**src/rtl/chimera_cluster_sequencer_pkg.sv**
```systemverilog
// Shared types and default constants for the Chimera cluster power sequencer.
package chimera_cluster_sequencer_pkg;

  localparam int unsigned ExtClusters            = 5;
  localparam int unsigned ClusterClkSettleCycles = 4;
  localparam int unsigned ClusterIsoSettleCycles = 2;
  localparam int unsigned ClusterDrainTimeout    = 256;

  typedef enum logic [2:0] {
    CsOff   = 3'd0,
    CsClkOn = 3'd1,
    CsDerst = 3'd2,
    CsOn    = 3'd3,
    CsDrain = 3'd4,
    CsRst   = 3'd5
  } cluster_seq_state_e;

  function automatic int unsigned maxOf3(input int unsigned a, input int unsigned b,
                                         input int unsigned c);
    int unsigned m;
    m = (a > b) ? a : b;
    return (m > c) ? m : c;
  endfunction

endpackage

```
**src/rtl/chimera_cluster_sequencer_fsm.sv**
```systemverilog
// Per-cluster power sequence: clock enable, reset release, isolation release,
// and drain-before-off, with a sticky drain-timeout flag.
module chimera_cluster_seq_fsm
  import chimera_cluster_sequencer_pkg::*;
#(
  parameter int unsigned ClkSettleCycles = ClusterClkSettleCycles,
  parameter int unsigned IsoSettleCycles = ClusterIsoSettleCycles,
  parameter int unsigned DrainTimeout    = ClusterDrainTimeout
) (
  input  logic clk_i,
  input  logic rst_i,
  input  logic en_req_i,
  input  logic busy_i,
  input  logic err_clr_i,
  input  logic grant_i,
  output logic pend_up_o,
  output logic pend_down_o,
  output logic release_o,
  output logic trans_next_o,
  output logic clk_en_o,
  output logic cluster_rst_o,
  output logic iso_o,
  output logic on_o,
  output logic err_o
);

  localparam int unsigned CntMax = maxOf3(ClkSettleCycles, IsoSettleCycles, DrainTimeout);
  localparam int unsigned CntW   = $clog2(CntMax + 1);

  localparam logic [2:0] StOff   = CsOff;
  localparam logic [2:0] StClkOn = CsClkOn;
  localparam logic [2:0] StDerst = CsDerst;
  localparam logic [2:0] StOn    = CsOn;
  localparam logic [2:0] StDrain = CsDrain;
  localparam logic [2:0] StRst   = CsRst;

  logic [2:0]      state, stateNext;
  logic [CntW-1:0] cnt, cntNext;
  logic            errSet;

  // Next state; the token is handed back when the sequence lands in ON or OFF.
  always_comb begin
    stateNext   = state;
    cntNext     = cnt;
    errSet      = 1'b0;
    release_o   = 1'b0;
    pend_up_o   = (state == StOff) && en_req_i;
    pend_down_o = (state == StOn) && !en_req_i;
    case (state)
      StOff:   if (grant_i) stateNext = StClkOn;
      StClkOn: if (cnt == CntW'(ClkSettleCycles - 1)) stateNext = StDerst;
      StDerst: if (cnt == CntW'(IsoSettleCycles - 1)) begin
                 stateNext = StOn;
                 release_o = 1'b1;
               end
      StOn:    if (grant_i) stateNext = StDrain;
      StDrain: if (!busy_i) begin
                 stateNext = StRst;
               end else if (cnt == CntW'(DrainTimeout - 1)) begin
                 stateNext = StRst;
                 errSet    = 1'b1;
               end
      StRst:   if (cnt == CntW'(ClkSettleCycles - 1)) begin
                 stateNext = StOff;
                 release_o = 1'b1;
               end
      default: stateNext = StOff;
    endcase
    // Counter restarts on every state entry and saturates instead of wrapping.
    if (stateNext != state) begin
      cntNext = '0;
    end else if (cnt != {CntW{1'b1}}) begin
      cntNext = cnt + CntW'(1);
    end
    trans_next_o = !((stateNext == StOff) || (stateNext == StOn));
  end

  always_ff @(posedge clk_i) begin
    if (rst_i) begin
      state         <= StOff;
      cnt           <= '0;
      err_o         <= 1'b0;
      clk_en_o      <= 1'b0;
      cluster_rst_o <= 1'b1;
      iso_o         <= 1'b1;
      on_o          <= 1'b0;
    end else begin
      state         <= stateNext;
      cnt           <= cntNext;
      if (errSet) begin
        err_o <= 1'b1;
      end else if (err_clr_i) begin
        err_o <= 1'b0;
      end
      clk_en_o      <= (stateNext != StOff);
      cluster_rst_o <= (stateNext == StOff) || (stateNext == StClkOn) || (stateNext == StRst);
      iso_o         <= (stateNext != StOn);
      on_o          <= (stateNext == StOn);
    end
  end

endmodule

```
**src/rtl/chimera_cluster_sequencer.sv**
```systemverilog
// Cluster power sequencer top: per-cluster FSMs plus an inrush-limiting token
// counter and a lowest-index-first arbiter.
module chimera_cluster_sequencer
  import chimera_cluster_sequencer_pkg::*;
#(
  parameter int unsigned NumClusters     = ExtClusters,
  parameter int unsigned MaxActive       = 2,
  parameter int unsigned ClkSettleCycles = ClusterClkSettleCycles,
  parameter int unsigned IsoSettleCycles = ClusterIsoSettleCycles,
  parameter int unsigned DrainTimeout    = ClusterDrainTimeout
) (
  input  logic                   clk_i,
  input  logic                   rst_i,
  input  logic [NumClusters-1:0] en_req_i,
  input  logic [NumClusters-1:0] busy_i,
  input  logic [NumClusters-1:0] err_clr_i,
  output logic [NumClusters-1:0] clk_en_o,
  output logic [NumClusters-1:0] cluster_rst_o,
  output logic [NumClusters-1:0] iso_o,
  output logic [NumClusters-1:0] on_o,
  output logic [NumClusters-1:0] err_o,
  output logic                   seq_busy_o
);

  localparam int unsigned TokW = $clog2(MaxActive + 1);

  logic [NumClusters-1:0] pendUp, pendDown, grant, relBits, transNext;
  logic [TokW-1:0]        tokens, tokensNext;
  logic                   found;

  for (genvar i = 0; i < NumClusters; i++) begin : gCluster
    chimera_cluster_seq_fsm #(
      .ClkSettleCycles(ClkSettleCycles),
      .IsoSettleCycles(IsoSettleCycles),
      .DrainTimeout   (DrainTimeout)
    ) uFsm (
      .clk_i        (clk_i),
      .rst_i        (rst_i),
      .en_req_i     (en_req_i[i]),
      .busy_i       (busy_i[i]),
      .err_clr_i    (err_clr_i[i]),
      .grant_i      (grant[i]),
      .pend_up_o    (pendUp[i]),
      .pend_down_o  (pendDown[i]),
      .release_o    (relBits[i]),
      .trans_next_o (transNext[i]),
      .clk_en_o     (clk_en_o[i]),
      .cluster_rst_o(cluster_rst_o[i]),
      .iso_o        (iso_o[i]),
      .on_o         (on_o[i]),
      .err_o        (err_o[i])
    );
  end

  // One grant per cycle, lowest pending index first, only while a token is free.
  always_comb begin
    grant = '0;
    found = 1'b0;
    if (tokens < TokW'(MaxActive)) begin
      for (int unsigned i = 0; i < NumClusters; i++) begin
        if (!found && (pendUp[i] || pendDown[i])) begin
          grant[i] = 1'b1;
          found    = 1'b1;
        end
      end
    end
  end

  always_comb begin
    tokensNext = tokens;
    if (found) tokensNext = tokensNext + TokW'(1);
    for (int unsigned i = 0; i < NumClusters; i++) begin
      if (relBits[i]) tokensNext = tokensNext - TokW'(1);
    end
  end

  always_ff @(posedge clk_i) begin
    if (rst_i) begin
      tokens     <= '0;
      seq_busy_o <= 1'b0;
    end else begin
      tokens     <= tokensNext;
      seq_busy_o <= |transNext;
    end
  end

endmodule

```
**config.mk**
```make
export PLATFORM = sky130hd
export DESIGN_NAME = chimera_cluster_sequencer
export DESIGN_NICKNAME = d
export VERILOG_FILES = /design/src/rtl/chimera_cluster_sequencer_pkg.sv /design/src/rtl/chimera_cluster_sequencer_fsm.sv /design/src/rtl/chimera_cluster_sequencer.sv
export SDC_FILE = /design/constraint.sdc
export NUM_CORES = 1
export LEC_CHECK = 0
export ABC_AREA = 1
export CAP_MARGIN = 20
export CORE_MARGIN = 1
export CORE_UTILIZATION = 53
export DETAILED_ROUTE_END_ITERATION = 8
export PLACE_DENSITY = 0.77
export SKIP_LAST_GASP = 1
export SLEW_MARGIN = 20
export SYNTH_ARGS = -nofsm -noshare
export SYNTH_HDL_FRONTEND = slang
export SYNTH_SLANG_ARGS = --single-unit
```
**constraint.sdc**
```tcl
create_clock -name clk_i -period 2.1 [get_ports clk_i]
set_input_delay 0.525 -clock clk_i [delete_from_list [all_inputs] [get_ports clk_i]]
set_output_delay 0.525 -clock clk_i [all_outputs]
set_load 0.05 [all_outputs]
```
==> out/metrics.cfg, run 1 <==
[pwr]
p_total_uw=4510
p_leak_uw=0.00326
peakVddDrop_mv=0.450
power_density_nw_per_um2=610

[worst_setup_path]
crit_path_start_kind=flop
worstSetupStartpoint=gCluster[2].uFsm.cnt[1]
slowest_stage=dfxtp_2
critical_path_buf_inv_count=3
endpoint=gCluster[2].uFsm.cnt[2]
crit_path_end_kind=flop
crit_fanout=5
r2r-end=gCluster[2].uFsm.cnt[2]
rr_worst_depth=10
worstPathArrival_ps=2700
worstSetupPathType=reg2reg
crit_family=simple AND/OR/NAND/NOR gates
required_ps=2390
cp_cell_sequence=ha_4 -> buf_6 -> inv_4 -> nor4_4 -> inv_2 -> a211oi_2 -> nand3_2 -> xor2_2 -> nand4_4 -> nor3_1
slowest_delay_ps=370
ff2ff_setup_slack_ps=-320
crit_cells=10
crit-reg2reg-launch=gCluster[2].uFsm.cnt[1]

[cts]
htreeDepth=3
clk_latency_ps=370
postCtsHoldBufs=0
clock-sinks=88
clock_path_buffers=2
clkTransAtPathRegs_ps=90
root_buffer=clkbuf_8
cts_tree=yes
numCtsBuffers=9

[global_route]
grt-ovfl-total=0
grtUsageTotal=0.268
grt_pass1_wl_mm=21.4
grt_max_degree=27
grt_pass1_vias=4917
antenna_found_initial=0

[timing]
finClkSkew_ps=11.1
layout_min_cycle_time_ps=2420
setup_viol=41
hold_viol_final=0
slew-limit-headroom=0.609
setup_ws_ps=-316
worst_pin_slew_ps=582
timing.fmax_ghz=0.414
slew_violations=0
rsz0062_at_grt=yes
fin_crit_sh=1.15

[final_layout]
fin_util=0.800
finalNetCount=899
diodes=0
drive_gt1_frac=0.397
syn2layout_area_growth_pct=46.7

[place]
place_congestion=0.903
pre_cts_ws_ps=-467
hpwl_mm=8.46
portBuffers=42

[route]
first_iter_violations=417
drt_wl_total_mm=16.7
vias_per_cell=5.68
dr.pass1.iters=6
antenna_left=0
via_count=5658
drc=0
wire_per_inst_um=16.7

[floorplanning]
die_h_um=99.5
rows=35
pin_count=43
die_w_um=99.5
die-area_um2=9900
start_util=0.545
core_um2=9240

[synth]
synth_commonest_cells=nand2_1 (135), inv_1 (112), nor2_1 (103)
yosysTopAreaCell=dfxtp_1
syn_area_per_cell_um2=6.93
yosysSeqAreaShare=0.350
netlist_top_cells_area=dfxtp_1 (35%), nand2_1 (10%), inv_1 (8.3%), nor2_1 (7.7%), nand3_1 (6.5%)
synth-main-ff-cell=dfxtp_1
ys_seq_elements=88
synth-async-reset-ratio=0
syn-num-nets=764
synth_edf_count=0
yosys_warnings=0
synth.top_cell.area_share=0.350
synth.distinct_cells=46
syn_inst=727
synth_area_um2=5040
synth_most_common_cell=nand2_1

[status]
violations=negative setup slack
status=finished with violations

[job]
cap_violations=0

[min_path]
hp-class=reg2reg

[worst register-to-register path, delay by kind of cell, from the launching register on]
| kind | cells | cell delay (ps) |
|---|---|---|
| compound gates | 1 | 310 |
| flops | 1 | 370 |
| fa+ha+maj | 1 | 170 |
| simple gates | 4 | 910 |
| buf+inv | 3 | 250 |
| xor+xnor | 1 | 320 |
[routing by layer]
| layer | vias to the layer above | share of wire | GRT usage | routed length, µm |
|---|---|---|---|---|
| met3 | 109 | 0.081 | 0.0436 | 1350 |
| met5 | - | 0 | 0 | 0 |
| met2 | 345 | 0.50 | 0.480 | 8410 |
| met4 | 0 | 0.060 | 0.145 | 1000 |
| met1 | 2617 | 0.35 | 0.304 | 5910 |
| li1 | 2587 | - | - | - |
[cells in the final DEF (no fill, tap or decap), types with 6 or more instances in the layout]
cell type	synthesis	routed
nand2_4	1	9
dfxtp_4	0	9
nor2_4	3	9
clkdlybuf4s50_1	0	37
o21ai_0	9	6
nor3_2	3	12
dfxtp_2	0	20
buf_6	0	10
a211oi_2	4	8
inv_2	10	18
buf_4	27	98
a21oi_2	4	13
nand3_2	4	18
dfxtp_1	88	59
nor2_2	5	32
clkbuf_8	0	9
nand2_1	135	117
inv_1	112	101
nand3_1	65	45
xor2_1	11	9
ha_2	0	6
ha_4	0	6
nand4_1	12	12
a21oi_1	37	25
nand3_4	0	6
nor3_1	20	7
nor2_1	103	70
nand2_2	3	13
ha_1	20	8
[how the worst min path moves through the flow]
| stage | startpoint | to | slack, ps | depth (start not counted) |
|---|---|---|---|---|
| floorplan | gCluster[0].uFsm.err_o | gCluster[0].uFsm.err_o | 440 | 2 |
| global placement | gCluster[2].uFsm.err_o | gCluster[2].uFsm.err_o | 450 | 2 |
| detailed placement | gCluster[2].uFsm.err_o | gCluster[2].uFsm.err_o | 460 | 2 |
| CTS | gCluster[3].uFsm.err_o | gCluster[3].uFsm.err_o | 470 | 2 |
| global route | gCluster[3].uFsm.err_o | gCluster[3].uFsm.err_o | 510 | 2 |
| finish | gCluster[4].uFsm.err_o | gCluster[4].uFsm.err_o | 480 | 2 |
[final cells by class]
cell class | instances | area (µm²)
multi-input cells | 487 | 3410
fillers | 562 | 1850
flip-flops and latches | 88 | 1820
repair buffers | 152 | 1310
inverters | 124 | 473
well taps | 129 | 161
clock buffers | 10 | 128
clock inverters | 6 | 92.6
[flip-flops by register name (all words and copies together), names as in the netlist]
register	cells
gCluster.uFsm.iso_o	5
gCluster.uFsm.err_o	5
gCluster.uFsm.state	15
tokens	2
seq_busy_o	1
gCluster.uFsm.on_o	5
gCluster.uFsm.clk_en_o	5
gCluster.uFsm.cnt	45
gCluster.uFsm.cluster_rst_o	5
[cells by family (layout without fill, tap and decap cells)]
kind of cell	after synthesis	after routing	share of synthesized area
compound gates	74	75	0.0956
xor+xnor	11	11	0.0191
fa+ha+maj	20	20	0.0497
buf+inv	155	292	0.136
flops	88	88	0.350
simple gates	379	381	0.350
[what timing repair did]
| item | 4_1_cts | 5_1_grt |
|---|---|---|
| pin swaps | 27 | 56 |
| setup endpoints to repair | 55 | 62 |
| endpoints found under the hold margin | 0 | 0 |
| gates resized for setup | 78 | 161 |
| buffers inserted | 11 | 27 |
| cloned | 3 | 1 |
[metrics by stage]
stage	setup TNS [ps]	cells	cell area, µm²	hold slack, ps
global route	-9740	996	7390	512
finish	-4790	996	7390	480
CTS	-40.0	969	6620	473
detailed placement	-19740	939	5980	462
global placement	-16220	939	5980	454
floorplan	0	727	5050	444
[where the power goes]
part	switching, µW	leakage (µW)	internal (µW)
sequential	94.8	0.000729	1760
clock	652	0.000103	677
combinational	764	0.00242	564
total	1510	0.00326	3000
Note: power is estimated with default switching activity, not from simulation.
==> inputs of run 2 (changes only) <==
CORE_UTILIZATION = 58   (was 53)
PLACE_DENSITY = 0.8   (was 0.77)
clock period = 2.75 ns   (was 2.1 ns; I/O delays follow)
==> run 2 against run 1 <==
The flow now finishes without violations. Core utilization decreased by 13 points. Hold slack got worse by 16 ps. Non-clock buffer count decreased by 108. Register-to-register slack improved by 560 ps. Combinational power decreased by 58%. Routed wire length decreased by 39%. Clock skew decreased by 1.7 ps. Fmax decreased by 3.7%. Cell area decreased by 24%.
==> out/metrics.cfg, run 2 (synthesis results as in run 1) <==
[place]
place_congestion=0.879
portBuffers=42
pre_cts_ws_ps=5.07
numPlacedInstances=845
hpwl_mm=7.68

[timing]
fin_crit_sh=0.912
layout_min_cycle_time_ps=2510
slew-limit-headroom=0.617
timing.fmax_ghz=0.399
hold_viol_final=0
rsz0062_at_grt=yes
slew_violations=0
setup-tns-final_ps=0
finClkSkew_ps=9.35
setup_ws_ps=242
worst_pin_slew_ps=574
setup_viol=0

[route]
antenna_left=0
wire_per_inst_um=11.8
first_iter_violations=201
highest_layer=met4
vias_per_cell=5.16
met1Wirelength_mm=4.74
drc=0
met3_length_um=410
drt_wl_total_mm=10.2
met2_length_mm=4.85
dr.pass1.iters=4
via_count=4439

[worst_setup_path]
cp_cell_sequence=ha_1 -> nand2_1 -> nor3_1 -> and3_1 -> ha_1 -> inv_1 -> a21oi_1 -> a211oi_1 -> nand3_1 -> xor2_1 -> nand4_2 -> nor3b_1
worstPathArrival_ps=2790
slowest_stage=dfxtp_1
crit_path_end_kind=flop
slowest_delay_ps=390
worstSetupPathType=reg2reg
ff2ff_setup_slack_ps=240
required_ps=3040
cp_common_cell=ha_1
crit_fanout=9
crit_path_start_kind=flop

[floorplanning]
die-area_um2=9060
rows=33
die_h_um=95.2
core_um2=8300
die_w_um=95.2
pin_count=43
start_util=0.607

[final_layout]
layout.cells.most_common=nand2_1
reg_top3=gCluster.uFsm.cnt (45), gCluster.uFsm.state (15)
diodes=0
stdcell_count=861
final_cell_mix=nand2_1 (135), inv_1 (112), nor2_1 (103)
drive_gt1_frac=0.0913
largest_reg_flops=45
syn2layout_area_growth_pct=11.0
finalNetCount=788
largest_register=gCluster.uFsm.cnt

[cts]
root_buffer=clkbuf_8
htreeDepth=3
cts_tree=yes
clkTransAtPathRegs_ps=90
clock_path_buffers=2
clk_latency_ps=360
postCtsHoldBufs=0
clock-sinks=88
numCtsBuffers=9
postCtsSetupBuffers=0

[global_route]
grtUsageTotal=0.242
grt-ovfl-total=0
grt_pass1_vias=4139
antenna_found_initial=0
grt_max_degree=27
grt_pass1_wl_mm=17.3

[pwr]
power_density_nw_per_um2=512
p_leak_uw=0.00242
peakVddDrop_mv=0.293

[min_path]
hp-class=reg2reg

[job]
cap_violations=0

[status]
status=finished clean

run 2: cell count changes in the layout (fill, tap and decap cells not counted), sizes merged, moves of 2 or more:
cell,before,now
nand4,16,14
clkinv,3,5
dlygate4sd2,4,0
buf,110,2
clkdlybuf4s50,37,42
run 2: layer usage:
metal  up-vias  track usage
li1       2349            -
met1      1990        0.288
met2        82        0.420
met3        18       0.0463
met4         0        0.109
met5         -            0
run 2: path summary, 6_finish.rpt:
check	start	end	cells past startpoint
setup reg to reg	gCluster[2].uFsm.cnt[0]	gCluster[2].uFsm.cnt[5]	12
hold / removal	gCluster[3].uFsm.err_o	gCluster[3].uFsm.err_o	2
hold reg to reg	gCluster[3].uFsm.err_o	gCluster[3].uFsm.err_o	2
setup / recovery	gCluster[2].uFsm.cnt[0]	gCluster[2].uFsm.cnt[5]	12
run 2: per-stage QoR:
step	hold WS (ps)	area (µm²)	total power, µW	utilization
finish	464	5590	2860	0.674
global route	490	5590	3030	0.674
CTS	467	5580	2880	0.673
detailed placement	455	5390	1980	0.649
global placement	455	5390	1960	0.649
floorplan	444	5040	1850	-
run 2: worst max-delay path: cells and delay by family (launching register included):
kind            cells  cell delay (ps)
compound gates      2              190
xor+xnor            1              190
fa+ha+maj           2              400
buf+inv             1               50
flops               1              390
simple gates        6             1220
run 2: area by class of cell:
class | instances | area [µm²]
Timing Repair Buffer | 44 | 435
Tap cell | 105 | 131
Fill cell | 733 | 2710
Clock inverter | 6 | 68.8
Clock buffer | 10 | 128
Inverter | 124 | 465
Multi-Input combinational cell | 484 | 2600
Sequential cell | 88 | 1760
run 2: repair_timing:
action,in CTS,in global routing
hold endpoints to repair,0,0
resized for setup,0,2
setup endpoints to repair,0,2
run 2: where the power goes:
part | switching [µW] | total [µW] | internal, µW
Sequential | 63.7 | 1400 | 1340
Clock | 476 | 901 | 425
Combinational | 354 | 559 | 205
Total | 893 | 2860 | 1970
==> inputs of run 3 (changes only) <==
ABC_AREA = 0   (was 1)
==> run 3 against run 2 <==
Via count down 9.3%. Sequential share of layout area down 0.070 points. Fmax down 6.3%. Synthesized area down 5.6%. Synthesized cell count down 21%. Hold slack better by 6.1 ps. Clock skew about the same. Largest power group unchanged.
==> out/metrics.cfg, run 3 <==
[synth]
yosysTopAreaCell=dfxtp_1
synth.distinct_cells=62
synth-async-reset-ratio=0
yosys_warnings=0
yosysSeqAreaShare=0.371
synth_edf_count=0
syn_inst=572
synth_most_common_cell=nor2_1
synth_commonest_cells=nor2_1 (94), dfxtp_1 (88), a21oi_1 (35)
synth_area_um2=4750
syn_area_per_cell_um2=8.31
syn-num-nets=609
ys_seq_elements=88
synth.top_cell.area_share=0.371
netlist_top_cells_area=dfxtp_1 (37%), nor2_1 (7.4%), ha_1 (5.3%), xnor2_1 (4.1%), xor2_1 (4.1%)
synth-main-ff-cell=dfxtp_1

[worst_setup_path]
worstPathArrival_ps=2930
slowest_delay_ps=540
worstSetupPathType=in2reg
crit_path_end_kind=flop
crit_fanout=6
cp_cell_sequence=buf_2 -> or4bb_4 -> a2111oi_4 -> mux2_4 -> o221a_4 -> mux2i_4 -> o211ai_4 -> buf_6 -> nor2_1
crit_cells=9
critical_path_buf_inv_count=2
crit_path_start_kind=input pin
worstSetupStartpoint=en_req_i[1]
crit_family=compound AO/OA/AOI/OAI gates
slowest_stage=or4bb_4
rr_worst_depth=8
required_ps=3010
crit-reg2reg-launch=gCluster[1].uFsm.state[1]

[place]
place_congestion=0.842
hpwl_mm=7.09
portBuffers=42
numPlacedInstances=707
pre_cts_ws_ps=-745

[timing]
setup-tns-final_ps=0
setup_ws_ps=72.4
timing.fmax_ghz=0.373
hold_viol_final=0
slew_violations=0
finClkSkew_ps=9.83
slew-limit-headroom=0.519
setup_viol=0
worst_pin_slew_ps=714
fin_crit_sh=0.974
layout_min_cycle_time_ps=2680

[floorplanning]
die-area_um2=8560
die_h_um=92.5
die_w_um=92.5
pin_count=43
start_util=0.609
core_um2=7810
rows=32

[cts]
numCtsBuffers=9
root_buffer=clkbuf_8
clkTransAtPathRegs_ps=80
clock-sinks=88
cts_tree=yes
postCtsHoldBufs=0
clock_path_buffers=2
clk_latency_ps=360
htreeDepth=3

[final_layout]
fill_cells=613
drive_gt1_frac=0.122
stdcell_count=726
layout.cells.most_common=nor2_1
syn2layout_area_growth_pct=17.9
diodes=0
fin_util=0.718
largest_reg_flops=45
reg_top3=gCluster.uFsm.cnt (45), gCluster.uFsm.state (15)
finalNetCount=656
largest_register=gCluster.uFsm.cnt
final_cell_mix=nor2_1 (92), dfxtp_1 (88), clkdlybuf4s50_1 (40)

[pwr]
power_density_nw_per_um2=556
p_leak_uw=0.00219
peakVddDrop_mv=0.332

[route]
vias_per_cell=5.54
dr.pass1.iters=4
drt_wl_total_mm=9.76
first_iter_violations=170
drc=0
wire_per_inst_um=13.4
via_count=4024
antenna_left=0

[job]
cap_violations=0

[global_route]
grt-ovfl-total=0
grt_pass1_vias=3703
grt_max_degree=25
antenna_found_initial=0
grt_pass1_wl_mm=16.6
grtUsageTotal=0.239

[min_path]
whs_path_depth=2
hp-class=reg2reg
hp-start=gCluster[0].uFsm.err_o

[status]
status=finished clean

[run 3: cell count changes after synthesis, sizes merged, moves of 7 or more]
cell	delta
xor2	+11
o21ai	+9
nand2	-113
nand3	-48
xnor2	+22
a211oi	-7
nor2	-17
nand2b	+16
clkbuf	+14
nor2b	+17
inv	-98
and3	+7
[run 3: power breakdown]
part | internal [µW] | leakage [µW] | switching (µW) | total, µW
sequential | 1340 | 0.000714 | 79.5 | 1420
clock | 563 | 0.000113 | 448 | 1010
combinational | 330 | 0.00136 | 355 | 684
total | 2240 | 0.00219 | 882 | 3120
[run 3: area by class of cell]
| type | count | area (µm²) | share of cell area |
|---|---|---|---|
| Inverter | 24 | 90.1 | 0.0161 |
| Tap cell | 102 | 128 | 0.0228 |
| Multi-Input combinational cell | 417 | 2700 | 0.481 |
| Clock buffer | 12 | 155 | 0.0277 |
| Timing Repair Buffer | 79 | 696 | 0.124 |
| Sequential cell | 88 | 1760 | 0.314 |
| Clock inverter | 4 | 76.3 | 0.0136 |
[run 3: final timing paths]
path	to	slack, ps
setup / recovery	gCluster[1].uFsm.cnt[3]	70
hold / removal	gCluster[0].uFsm.err_o	470
setup reg to reg	gCluster[1].uFsm.cnt[3]	120
hold reg to reg	gCluster[0].uFsm.err_o	470
[run 3: repair_timing]
action,4_1_cts,5_1_grt
setup endpoints to repair,11,21
endpoints found under the hold margin,0,0
resized for setup,9,6
buffers inserted,2,1
pin swaps,4,4
[run 3: per-stage QoR]
step                      total power (µW)  hold WS, ps  cell area (µm²)
after CTS                             3110          474             5570
after global routing                  3270          499             5600
final                                 3120          470             5600
after detailed placement              2090          461             5310
after floorplan                       1880          446             4770
after global placement                2070          459             5310
[run 3: logic make-up after synthesis]
logic type,share of synthesized area
simple gates,0.279
compound gates,0.130
flops,0.371
buf+inv,0.0734
xor+xnor,0.0811
fa+ha+maj,0.0548
mux,0.0116
[run 3: routing by layer]
layer  GRT usage  wire length, µm
met2       0.404             4700
met5           0                0
met3      0.0419              507
met4      0.0938              177
met1       0.303             4380
[run 3: tightest hold or removal path, stage by stage (launching register included)]
cell      delay (ps)
dfxtp_1          310
nand2b_1          60
a21oi_1           50
